<file path="src/rtl/snn_pkg.sv">
// rtl/snn_pkg.sv - shared parameters and FSM state type for the spiking PE row accumulator
package snn_pkg;
    localparam int WIDTH      = 8;
    localparam int DEPTH_F    = 5;
    localparam int PACK_WIDTH = 64;
    localparam int PSUM_WIDTH = 13;

    typedef enum logic [1:0] {
        ST_IDLE   = 2'd0,
        ST_WREADY = 2'd1,
        ST_ACC    = 2'd2,
        ST_OUT    = 2'd3
    } pe_state_e;
endpackage

</file>
<file path="src/rtl/sat_add.sv">
// rtl/sat_add.sv - unsigned adder that clamps at the all-ones value of the wider operand
module sat_add #(
    parameter int AW = 13,
    parameter int BW = 8
) (
    input  logic [AW-1:0] a_i,
    input  logic [BW-1:0] b_i,
    output logic [AW-1:0] sum_o
);
    logic [AW:0] full;

    assign full  = {1'b0, a_i} + {{(AW + 1 - BW){1'b0}}, b_i};
    assign sum_o = full[AW] ? {AW{1'b1}} : full[AW-1:0];
endmodule

</file>
<file path="src/rtl/pe_row_acc.sv">
// rtl/pe_row_acc.sv - one PE row: spike-gated weight accumulation onto an upstream partial sum
module pe_row_acc #(
    parameter int WIDTH      = snn_pkg::WIDTH,
    parameter int DEPTH_F    = snn_pkg::DEPTH_F,
    parameter int PACK_WIDTH = snn_pkg::PACK_WIDTH,
    parameter int PSUM_WIDTH = snn_pkg::PSUM_WIDTH
) (
    input  logic                  clk,
    input  logic                  rst_n,
    input  logic                  filt_valid,
    output logic                  filt_ready,
    input  logic [PACK_WIDTH-1:0] filt_data,
    input  logic                  spk_valid,
    output logic                  spk_ready,
    input  logic [DEPTH_F-1:0]    spk_data,
    input  logic                  psin_valid,
    output logic                  psin_ready,
    input  logic [PSUM_WIDTH-1:0] psin_data,
    output logic                  ps_valid,
    input  logic                  ps_ready,
    output logic [PSUM_WIDTH-1:0] ps_data,
    output logic                  busy
);
    import snn_pkg::*;

    localparam int CW = (DEPTH_F > 1) ? $clog2(DEPTH_F) : 1;

    pe_state_e             state_q, state_d;
    logic [WIDTH-1:0]      w_q [DEPTH_F];
    logic [DEPTH_F-1:0]    spk_q, spk_d;
    logic [PSUM_WIDTH-1:0] acc_q, acc_d;
    logic [CW-1:0]         cnt_q, cnt_d;
    logic                  ld_w;
    logic                  filt_rdy_c, joint_rdy_c, ps_vld_c, busy_c;
    logic [WIDTH-1:0]      addend;
    logic [PSUM_WIDTH-1:0] acc_sum;
    logic                  unused_filt_bits;

    assign unused_filt_bits = ^filt_data[PACK_WIDTH-1:WIDTH*DEPTH_F];

    assign addend = spk_q[cnt_q] ? w_q[cnt_q] : '0;

    sat_add #(.AW(PSUM_WIDTH), .BW(WIDTH)) u_sat_add (
        .a_i   (acc_q),
        .b_i   (addend),
        .sum_o (acc_sum)
    );

    always_comb begin
        state_d     = state_q;
        spk_d       = spk_q;
        acc_d       = acc_q;
        cnt_d       = cnt_q;
        ld_w        = 1'b0;
        filt_rdy_c  = 1'b0;
        joint_rdy_c = 1'b0;
        ps_vld_c    = 1'b0;
        busy_c      = 1'b0;
        case (state_q)
            ST_IDLE: begin
                filt_rdy_c = 1'b1;
                if (filt_valid) begin
                    ld_w    = 1'b1;
                    state_d = ST_WREADY;
                end
            end
            ST_WREADY: begin
                filt_rdy_c = 1'b1;
                // A pending filter always wins; spikes and psum only move together.
                if (filt_valid) begin
                    ld_w = 1'b1;
                end else if (spk_valid && psin_valid) begin
                    joint_rdy_c = 1'b1;
                    spk_d       = spk_data;
                    acc_d       = psin_data;
                    cnt_d       = '0;
                    state_d     = ST_ACC;
                end
            end
            ST_ACC: begin
                busy_c = 1'b1;
                acc_d  = acc_sum;
                cnt_d  = cnt_q + CW'(1);
                if (cnt_q == CW'(DEPTH_F - 1)) begin
                    state_d = ST_OUT;
                end
            end
            ST_OUT: begin
                busy_c   = 1'b1;
                ps_vld_c = 1'b1;
                if (ps_ready) begin
                    state_d = ST_WREADY;
                end
            end
            default: state_d = ST_IDLE;
        endcase
    end

    // Outputs are forced low combinationally while reset is asserted.
    assign filt_ready = rst_n && filt_rdy_c;
    assign spk_ready  = rst_n && joint_rdy_c;
    assign psin_ready = rst_n && joint_rdy_c;
    assign ps_valid   = rst_n && ps_vld_c;
    assign busy       = rst_n && busy_c;
    assign ps_data    = (rst_n && ps_vld_c) ? acc_q : '0;

    always_ff @(posedge clk or negedge rst_n) begin
        if (!rst_n) begin
            state_q <= ST_IDLE;
            spk_q   <= '0;
            acc_q   <= '0;
            cnt_q   <= '0;
            for (int i = 0; i < DEPTH_F; i++) begin
                w_q[i] <= '0;
            end
        end else begin
            state_q <= state_d;
            spk_q   <= spk_d;
            acc_q   <= acc_d;
            cnt_q   <= cnt_d;
            if (ld_w) begin
                for (int i = 0; i < DEPTH_F; i++) begin
                    w_q[i] <= filt_data[WIDTH*i +: WIDTH];
                end
            end
        end
    end
endmodule

</file>
<file path="config.mk">
export PLATFORM = sky130hd
export DESIGN_NAME = pe_row_acc
export DESIGN_NICKNAME = d
export VERILOG_FILES = /design/src/rtl/snn_pkg.sv /design/src/rtl/sat_add.sv /design/src/rtl/pe_row_acc.sv
export SDC_FILE = /design/constraint.sdc
export NUM_CORES = 1
export LEC_CHECK = 0
export BUFFER_PORTS_ARGS = -buffer_cell sky130_fd_sc_hd__buf_2
export CAP_MARGIN = 20
export CORE_ASPECT_RATIO = 0.5
export CORE_UTILIZATION = 50
export DETAILED_ROUTE_END_ITERATION = 12
export PLACE_DENSITY = 0.78
export SETUP_SLACK_MARGIN = 0.3
export SYNTH_ARGS = -nofsm -noshare
export SYNTH_HDL_FRONTEND = slang
export SYNTH_SLANG_ARGS = --single-unit
</file>
<file path="constraint.sdc">
create_clock -name clk -period 9.6 [get_ports clk]
set_clock_uncertainty 0.1 [all_clocks]
set_input_delay 0.48 -clock clk [delete_from_list [all_inputs] [get_ports clk]]
set_output_delay 0.48 -clock clk [all_outputs]
set_load 0.02 [all_outputs]
</file>
# == Yosys cells after proc, flatten, opt, wreduce, memory -nomap -nowiden ==
# Cells that the tools add are included.
# word_totals
wordCells,64
ff_bits,63
# classes
add_sub_neg,2
n_eq_ne,9
mux,28
n_lt_le_gt_ge,2
bitwise_logic,2
reduce_logical,12
# ops
operator,n
13-bit two-way mux,4
13-bit one-hot mux with 2 select lines,1
8-bit binary-select mux with 3-bit select,1
8-bit two-way mux,3
13-bit by 8-bit adder with 14-bit output,1
2-bit two-way mux,5
"2-bit != test, second input constant",5
1-bit two-way mux,9
2-bit one-hot mux with 4 select lines,1
3-bit two-way mux,2
3-bit one-hot mux with 2 select lines,1
3-bit AND reduction,2
1-bit logical AND,5
5-bit AND reduction,1
"2-bit == test, second input constant",2
"4-bit greater-or-equal comparator, second input constant",1
"3-bit by 4-bit < comparator with 1-bit output, second input constant",1
3-bit inverter with 4-bit output,1
2-bit OR reduction,2
"3-bit by 1-bit adder with 3-bit output, second input constant",1
1-bit binary-select mux with 3-bit select,1
"3-bit == test, second input constant",1
"2-bit by 1-bit == test with 1-bit output, second input constant",1
2-bit zero test,1
2 further kinds,2

# == Depth between registers and ports, before layout ==
# Gate-level depths: netlist of the first run.
# depth
word_depth,8
depth_mapped,13

# == Hierarchy ==
# From an unflattened synthesis of the first run, not the netlist that was laid out.
# hier_totals
cells_unflattened,328
hier_area_um2,3697.3
# by_module_without_submodules
module,seq_area_each_um2,area_per_inst_um2,instances,cells_each
pe_row_acc,1576.5,3203.1,1,258
sat_add,0.0,494.2,1,70

# == Least setup slack after synthesis of the first run ==
# No wires, ideal clock.
# synth_path
kind,flip-flop to flip-flop
start,reg cnt_q[0]
end,reg acc_q[8]
arrival_time_ps,2791
path_stages_with_launch,12
setup_slack_ps,6588
path_cell_list,dfrtp_1 > buf_2 > mux4_2 > a22oi_1 > nor2_1 > ha_1 > a21o_1 > a21oi_1 > a211o_1 > and2_4 > a31oi_1 > o211a_1
# synth_between
elab_chain_cells,8
# synth_rtl
item,line,source
"start, declared",pe_row_acc.sv:32,"logic [CW-1:0] cnt_q, cnt_d;"
"start signal, assigned",pe_row_acc.sv:120,cnt_q <= cnt_d;
3-bit inverter with 4-bit output (implied by the code),pe_row_acc.sv:41,assign addend = spk_q[cnt_q] ? w_q[cnt_q] : '0;
8-bit binary-select mux with 3-bit select,pe_row_acc.sv:41,
8-bit two-way mux (implied by the code) (2 in a row),pe_row_acc.sv:41,
8-bit two-way mux (*),pe_row_acc.sv:41,
13-bit by 8-bit adder with 14-bit output (*),sat_add.sv:12,"assign full = {1'b0, a_i} + {{(AW + 1 - BW){1'b0}}, b_i};"
13-bit two-way mux (*),sat_add.sv:13,assign sum_o = full[AW] ? {AW{1'b1}} : full[AW-1:0];
13-bit one-hot mux with 2 select lines (*),pe_row_acc.sv:59,case (state_q)
"end signal, assigned",pe_row_acc.sv:111,acc_q <= '0;
"end signal, assigned",pe_row_acc.sv:119,acc_q <= acc_d;
"end, declared",pe_row_acc.sv:31,"logic [PSUM_WIDTH-1:0] acc_q, acc_d;"
# Every way passes the cells marked *; elsewhere a longest branch is shown, timed or not. The select of a mux whose other input is x is not followed.
# A chain may end at the register's enable or synchronous reset.

# == Worst setup path after layout of the first run ==
# Ends and elaborated chain as after synthesis.

==> out/summary.md, run 1 <==
The clock tree synthesis step divided the H-tree into 3 levels. The ratio of cells with drive above 1 in the final layout was 42.3%; the met1 wire length was 3480 um. Summing every instance area after synthesis gives 3550 um2.

Of the post-synthesis cell area, the part taken by muxes is 20.9%. The residual overflow from global routing is 0. The detailed router placed 2,749 vias in this run. Static timing analysis puts the maximum clock frequency at 0.267 GHz.

Measured against its own limit, the worst slew margin works out to 40.8%. The detailed router used layers up to and including met4. Summed over all nets, the half-perimeter wirelength after detailed placement is 5690 um.

The flip-flop and latch count after synthesis is 63, and the number of buffers added for setup after CTS is 0. From bottom edge to top edge, the die measures 61.6 um. In this run, post-CTS repair resized a total of 0 instances.

The number of buffers added by the clock tree synthesis step was 9. In the final layout, flip-flops and latches occupy 1580 um2. The fraction of the mapped netlist area in adder cells is 5.85%, and the total of fill cells in the finished design is 533. The synthesized netlist devotes 1.48% of its cell area to XOR and XNOR gates.

In the final layout, the multi-input gates occupy 1860 um2. The endpoint identified for the worst register-to-register timing path is acc_q[8]$_DFFE_PN0P_. In this run the power density over the cells is 374 nW/um2. Effective utilization at floorplan: 52.4%. The synthesized netlist contains 53 unique library cells. Using the TritonRoute via totals, the vias-per-cell ratio works out to 5.68. For the worst-skew pair, the clock arrives at the later sink with an insertion delay of 330 ps. The number of antenna diodes in the final layout is 0. After the last flow step, the layout net total stands at 493. Setup repair after global routing left no endpoint under its margin. After routing, the total negative slack on setup checks comes to 0 ps.

The maximum fanout encountered on the critical timing path came out at 13. The tools report the total count of hold-check failures in the final report as 0. Max-cap violations in this run came to 0. TritonCTS built the clock tree. The logs give 6780 um2 for the placeable core region and 0 for the count of hold buffers inserted by post-cts repair. The startpoint identified for the worst register-to-register timing path is cnt_q[0]$_DFFE_PN0P_.

In this run, synthesis inferred 0 flip-flops with an integrated enable. Counting flops with an async set or reset pin after synthesis yields a share of 100%. The die covers 7470 um2.

The most used flip-flop cell after synthesis is sky130_fd_sc_hd__dfrtp_1. Final period utilization: 39.0%. The most common cell after layout, fill and taps aside is sky130_fd_sc_hd__buf_2.

No sink is reached through more buffers than the 2 on the longest clock path. The synthesized netlist devotes 11.3% of its cell area to simple gates. In this run the static leakage power is 2.03 nW. The via count of the first global-routing pass is 2,718, and the remaining antenna violation count is 0. In this run the core area contains 21 standard-cell rows. Pin placement for this block handled 106 I/O pins.

A synthesized cell averages 11.5 um2. Yosys printed 0 warnings. The measured slew at the worst slew-check pin works out to 882 ps.

The wire length of the first global-routing pass was 12,800 um. The run gives 8000 um as the wire length after detailed routing. At the worst endpoint, the required time is 9770 ps. The post-layout total power is 1.61 mW, and the final weighted congestion in routability-driven placement is 0.814. The detailed router finished its first iteration with 157 violations.

In the final routed layout, each cell accounts on average for 16.5 um. The die is 121 um wide. The setup check on the worst reg-to-reg path leaves a slack of 5850 ps.

The initial antenna violation count is 0, and the length in cells of the worst reg-to-reg path is 11. The worst setup path is launched from a register. The clock period minus final worst setup slack works out to 3750 ps. The max-slew violation count is 0.

In this run the worst hold path is classified as in2async. For the total length of routed met2 wires, the log shows 4020 um. The number of sinks on the clock net is 63. During placement, the flow inserted port buffers numbering 81. Excluding fillers, the count of instances in the completed layout stands at 484. Counting tap cells, the placed design contains a total of 469 instances.

After clock tree synthesis, the clock-pin slew on the worst setup and hold paths is 50 ps. In the synthesized netlist, the number of instances is 309. The area fraction in compound gates after synthesis came out at 12.5%. The number of iterations in the first detailed-routing pass was 4; the DRC violations left was 0.

The buffer cell driving the clock tree root was sky130_fd_sc_hd__clkbuf_16. Entering global routing, the biggest net connects 76 pins. After synthesis, flip-flops and latches occupy 44.4% of the total area. VDD sags by at most 0.000149 V. Prior to clock tree synthesis, the placed netlist has a worst setup slack of 5830 ps. After layout, the worst setup slack is 5850 ps.

The area growth from synthesis to layout is 21.6%. After synthesis, the largest family of logic cells by area is multiplexers. The worst setup path is captured at a register.

The path type of the worst setup path was reg2reg. The flow ran to the end, and the final reports show no timing, DRC or antenna violations. For the total nets after synthesis, the log shows 413.

The library cells used most frequently in the layout, excluding fill and tap cells, are sky130_fd_sc_hd__buf_2, sky130_fd_sc_hd__dfrtp_1, sky130_fd_sc_hd__mux2_2. The tools report the total length of routed met3 wires as 421 um. The logs give 3920 ps for the worst path arrival time and 0 for the setup-violating endpoint count in the final report.

For the total global-route track usage, the log shows 23.2%.
==> critical path: stages (launching register included) <==
cell	delay [ps]
sky130_fd_sc_hd__dfrtp_1	860
sky130_fd_sc_hd__mux4_2	610
sky130_fd_sc_hd__a22oi_2	350
sky130_fd_sc_hd__or2_1	210
sky130_fd_sc_hd__inv_1	60
sky130_fd_sc_hd__ha_1	270
sky130_fd_sc_hd__a21o_1	150
sky130_fd_sc_hd__nand4_1	170
sky130_fd_sc_hd__a211o_1	370
sky130_fd_sc_hd__and2_4	170
sky130_fd_sc_hd__a31oi_1	200
sky130_fd_sc_hd__o211a_1	160
==> worst max path at each step <==
stage / to / cells past startpoint / from / slack (ps)
detailed placement: acc_q[8]$_DFFE_PN0P_ / 11 / cnt_q[0]$_DFFE_PN0P_ / 5830
floorplan: acc_q[8]$_DFFE_PN0P_ / 11 / cnt_q[0]$_DFFE_PN0P_ / 6590
CTS: acc_q[8]$_DFFE_PN0P_ / 11 / cnt_q[0]$_DFFE_PN0P_ / 5810
global placement: acc_q[8]$_DFFE_PN0P_ / 10 / cnt_q[0]$_DFFE_PN0P_ / 5850
global route: acc_q[11]$_DFFE_PN0P_ / 10 / cnt_q[0]$_DFFE_PN0P_ / 5550
finish: acc_q[8]$_DFFE_PN0P_ / 11 / cnt_q[0]$_DFFE_PN0P_ / 5850
==> state kept, by name (all words and copies together), names as in the netlist <==
signal / flops
spk_q: 5
acc_q: 13
cnt_q: 3
w_q: 40
state_q: 2
==> area by class of cell <==
type	count	area share, %
timing repair buffer	83	10.0
tap	92	2.67
sequential	63	36.5
multi-input combinational	217	43.0
clock inverter	3	1.07
inverter	15	1.30
clock buffer	11	5.39
==> kinds of logic (layout without fill, tap and decap cells) <==
group | after synthesis | in the layout
buf+inv | 29 | 112
mux | 57 | 57
compound gates | 67 | 67
fa+ha+maj | 16 | 16
flops | 63 | 63
xor+xnor | 6 | 6
simple gates | 71 | 71
==> synth_stat cells (all sizes together) (3+ instances only) <==
| library cell | n | area [um2] |
|---|---|---|
| a21o | 4 | 31.3 |
| a21oi | 13 | 68.8 |
| a22oi | 9 | 72.6 |
| a31oi | 4 | 40.0 |
| and2 | 3 | 22.5 |
| and3 | 14 | 95.1 |
| buf | 8 | 48.8 |
| clkbuf | 6 | 22.5 |
| dfrtp | 63 | 1580 |
| ha | 15 | 188 |
| inv | 15 | 56.3 |
| mux2 | 46 | 518 |
| mux4 | 9 | 203 |
| nand2 | 14 | 57.6 |
| nand3 | 5 | 25.0 |
| nand4 | 3 | 18.8 |
| nor2 | 16 | 60.1 |
| nor3 | 6 | 46.3 |
| o21ai | 19 | 95.1 |
| o22ai | 7 | 43.8 |
| or3 | 5 | 32.5 |
| xnor2 | 4 | 35.0 |
==> report_power, final <==
group          internal [mW]  switching [mW]  total, mW
Clock                  0.198           0.111      0.309
Sequential             0.400           0.105      0.505
Combinational          0.392           0.408      0.800
Total                  0.991           0.623       1.61
==> routing by layer <==
| layer | GRT usage (%) | vias to the layer above |
|---|---|---|
| met2 | 40.3 | 62 |
| met1 | 28.7 | 1378 |
| met5 | 0 | - |
| li1 | - | 1300 |
| met4 | 8.11 | 0 |
| met3 | 6.48 | 9 |
==> through the flow <==
stage / hold slack [ps] / area [um2] / util [%]
after floorplan: 84.4 / 3550 / -
final: 240 / 4320 / 63.7
after detailed placement: 390 / 4020 / 59.3
after global placement: 382 / 4020 / 59.3
after global routing: 282 / 4320 / 63.7
after CTS: 274 / 4300 / 63.4
(Power assumes the default switching activity.)
==> run 2, diff against run 1 <==
--- a/config.mk
+++ b/config.mk
@@ -5,12 +5,13 @@
 export SDC_FILE = /design/constraint.sdc
 export NUM_CORES = 1
 export LEC_CHECK = 0
+export ABC_AREA = 1
 export BUFFER_PORTS_ARGS = -buffer_cell sky130_fd_sc_hd__buf_2
 export CAP_MARGIN = 20
 export CORE_ASPECT_RATIO = 0.5
 export CORE_UTILIZATION = 50
 export DETAILED_ROUTE_END_ITERATION = 12
-export PLACE_DENSITY = 0.78
+export PLACE_DENSITY = 0.77
 export SETUP_SLACK_MARGIN = 0.3
 export SYNTH_ARGS = -nofsm -noshare
 export SYNTH_HDL_FRONTEND = slang
==> constraint.sdc (replaced) <==
create_clock -name clk -period 3.9 [get_ports clk]
set_clock_uncertainty 0.1 [all_clocks]
set_input_delay 0.195 -clock clk [delete_from_list [all_inputs] [get_ports clk]]
set_output_delay 0.195 -clock clk [all_outputs]
set_load 0.02 [all_outputs]
==> run 2 against run 1 <==
Effect of this change:
- die area increased by 10%
- core utilization increased by 4.7 points
- clock power increased to 2.9 times the previous value
- non-clock buffer count increased by 40
- critical path type unchanged
- largest power group unchanged
==> out/summary.md, run 2 <==
Setup repair after global routing left no endpoint under its margin. The logs give 15,600 um for the wire length of the first global-routing pass and 688 for the final cell count without fillers. The average cell area after synthesis was 8.54 um2. Number of levels in the clock H-tree: 3.

The post-layout total power came out at 4.36 mW. The largest net degree at the start of global routing is 41. The tools report the total count of hold-check failures in the final report as 0.

The cell accounting for the most synthesized area was sky130_fd_sc_hd__dfrtp_1. The flow ran to the end, and the final reports show no timing, DRC or antenna violations. In this run the static leakage power is 2.63 nW. The register with the most flip-flops in the layout has 40 of them. The most common cell in the synthesized netlist is sky130_fd_sc_hd__nand2_1. Among all stages on the critical path, the largest delay is contributed by sky130_fd_sc_hd__dfrtp_1. Walking the worst path, the cells encountered are o21ai_0 > o21ai_0 > a22o_1 > nand2_1 > inv_1 > ha_1 > inv_1 > fa_1 > inv_1 > nand3_1 > nand3_1 > nand2_1 > nand2_1 > nand2_1 > nand2_1 > nand3_1 > nand2_1 > nand2_1. The cell that appears most often on the critical path is sky130_fd_sc_hd__nand2_1. For the via count of the first global-routing pass, the log shows 3,296. For the proportion of synthesized chip area in sequential cells, the log shows 40.2%. After synthesis the cells add up to 3930 um2. The number of instances in the placed design is 636, and the remaining antenna violation count is 0. Synthesis produced a netlist with a net count of 564. In this run the worst hold path is classified as in2reg. The floorplan step set the die width to 127 um. The routed layout has 3,451 vias. Fill cells in the final layout number 605.

On the worst path, the slowest cell contributes a delay of 780 ps. Flip-flop and latch count after synthesis: 63. The worst path arrival time was 3420 ps; the worst setup slack after layout was 594 ps. At the pin with the least slew margin, the transition time is 686 ps. Leaving out fill and tap cells, the most frequent cells in the layout are sky130_fd_sc_hd__nand2_1, sky130_fd_sc_hd__buf_2, sky130_fd_sc_hd__dfrtp_1.

The logs give 6140 um for the HPWL after detailed placement and 31.1% for the met1 usage in global routing. The logs give 0 for the max-slew violation count and 2030 um2 for the multi-input gate area in the final layout. The critical path is of the reg2reg type.

Timing analysis after detailed placement gives a worst setup slack of 664 ps. The run gives 1580 um2 as the area of all sequential standard cells. By area the synthesized netlist is led by sky130_fd_sc_hd__dfrtp_1, sky130_fd_sc_hd__mux2_2, sky130_fd_sc_hd__nand2_1, sky130_fd_sc_hd__nor2_1, sky130_fd_sc_hd__inv_1. For the worst setup path, the data required time is 4020 ps.

In this run the count of I/O pins placed on the die edge is 106. The proportion of register bits with asynchronous set or reset after synthesis was 100%; the number of iterations in the first detailed-routing pass was 4. The most flop-heavy register is w_q. The later pin in the worst-skew pair is clocked with a latency of 330 ps. Measured against its own limit, the worst slew margin works out to 54.2%.

The worst setup path is launched from a register. The routed design could run at a clock period as short as 3310 ps. Global routing finished with a remaining overflow of 0. The number of synthesis warnings is 0. In the final layout, the registers with the most flip-flops are w_q (40), acc_q (13), spk_q (5). The most common cell after layout, fill and taps aside is sky130_fd_sc_hd__nand2_1. The placed instances occupy a cell area of 4410 um2.

The run gives 679 as the count of nets after finishing. The buffer levels on the longest clock path is 2. The synthesized instance count was 460; the final sum of negative setup slack was 0 ps.

The minimum hold slack was 8.67 ps. Along the worst path, the maximum fanout reaches 20. For this design, the sink count on the clock tree is 63.

The tools report the DRC marker count from the first detailed-route iteration as 199. The power per standard cell area is 854 nW/um2. After clock tree synthesis, the clock-pin slew on the worst setup and hold paths is 60 ps. The logs give 6.77% for the global-route track usage on met3 and 22 for the row count.

The share of the synthesized area in the top cell type works out to 40.2%. The height of the chip came out at 64.7 um. For the worst setup slack for register-to-register paths, the log shows 590 ps. In the finished design, the share of the clock period the worst path needs comes to 84.8%. VDD sags by at most 0.000506 V.

The ratio of cells with drive above 1 in the final layout works out to 28.8%. Static timing analysis puts the maximum clock frequency at 0.302 GHz. The initial antenna violation count was 0; the die area was 8230 um2. TritonCTS created 9 clock buffers. TritonCTS built the clock tree.

The count of input and output buffers was 81. The logs give 52.6% for the effective utilization at floorplan and 0 for the count of max-cap constraint violations. Global routing's busiest layer: met2. The run gives 0.863 as the final weighted congestion in routability-driven placement. For this run, global-route usage on met2 was measured as 42.4%. Among all flip-flop cells after synthesis, the most frequent one is sky130_fd_sc_hd__dfrtp_1. Yosys mapped a number of flops with a built-in enable equal to 0.

Counting both buffers and inverters, the worst setup path holds a total of 3. After detailed routing, the number of remaining DRC violations is 0. After detailed routing, the average wire length per cell comes to 13.6 um. The region available for standard cell placement spans 7460 um2. Global routing consumed, over all layers together, 24.9% of the routing resources. The unique cell type count in the Yosys netlist was 35; the detail-routed via count per cell was 5.02. For the wire length after detailed routing, the log shows 9330 um. The area added between synthesis and finish came out at 30.1%. Setup violations remaining at the end of the flow were counted as 0.

The tools report the type of element capturing the critical path as a register. Among cell families on the critical path, the largest total delay comes from simple AND/OR/NAND/NOR gates. The run gives 0 as the number of antenna diodes. The final design area excluding fillers was 5110 um2.

Ranked by instance count, the synthesized netlist is headed by sky130_fd_sc_hd__nand2_1, sky130_fd_sc_hd__dfrtp_1, sky130_fd_sc_hd__nor2_1. The tree is rooted in a sky130_fd_sc_hd__clkbuf_16. Cells fill 68.5% of the core in the end.
==> run 2: cell type report <==
class                           count  share of cell area [%]
Tap cell                          108                    2.65
Multi-Input combinational cell    322                    39.8
Sequential cell                    63                    30.9
Clock buffer                       11                    4.95
Inverter                           56                    4.12
Clock inverter                      5                    1.69
Timing Repair Buffer              123                    15.9
==> run 2: repair_timing <==
action	4_1_cts	5_1_grt
hold endpoints to repair	53	1
setup buffers	0	0
gates resized for setup	0	0
hold buffers	35	1
==> run 2: report_power, final <==
group	total (mW)	internal, mW	switching [mW]
clock network	0.898	0.599	0.298
registers	1.22	0.989	0.226
logic	2.25	0.939	1.31
total	4.36	2.53	1.83
==> run 2: cells by family after synthesis <==
kind of cell               after synthesis  share of synthesized area (%)
and+or+nand+nor                        194                           21.9
buffers and inverters                   75                           8.32
DFF                                     63                           40.2
AOI/OAI and AO/OA                       62                           10.4
muxes                                   45                           12.9
adders and majority gates               16                           5.29
xor gates and xnor gates                 5                           1.12
==> run 2: final timing paths <==
path,startpoint,to,cells past startpoint
setup / recovery,cnt_q[1]$_DFFE_PN0P_,acc_q[12]$_DFFE_PN0P_,18
hold / removal,filt_data[38],w_q[6]$_DFFE_PN0P_,2
setup reg to reg,cnt_q[1]$_DFFE_PN0P_,acc_q[12]$_DFFE_PN0P_,18
hold reg to reg,w_q[8]$_DFFE_PN0P_,w_q[8]$_DFFE_PN0P_,1
max in group asynchronous,rst_n,acc_q[5]$_DFFE_PN0P_,3
min in group asynchronous,rst_n,w_q[15]$_DFFE_PN0P_,2
==> run 2: per-layer routing <==
layer,vias up,routed length (um)
li1,1731,-
met1,1612,4170
met2,97,4540
met3,11,521
met4,0,97
met5,-,0
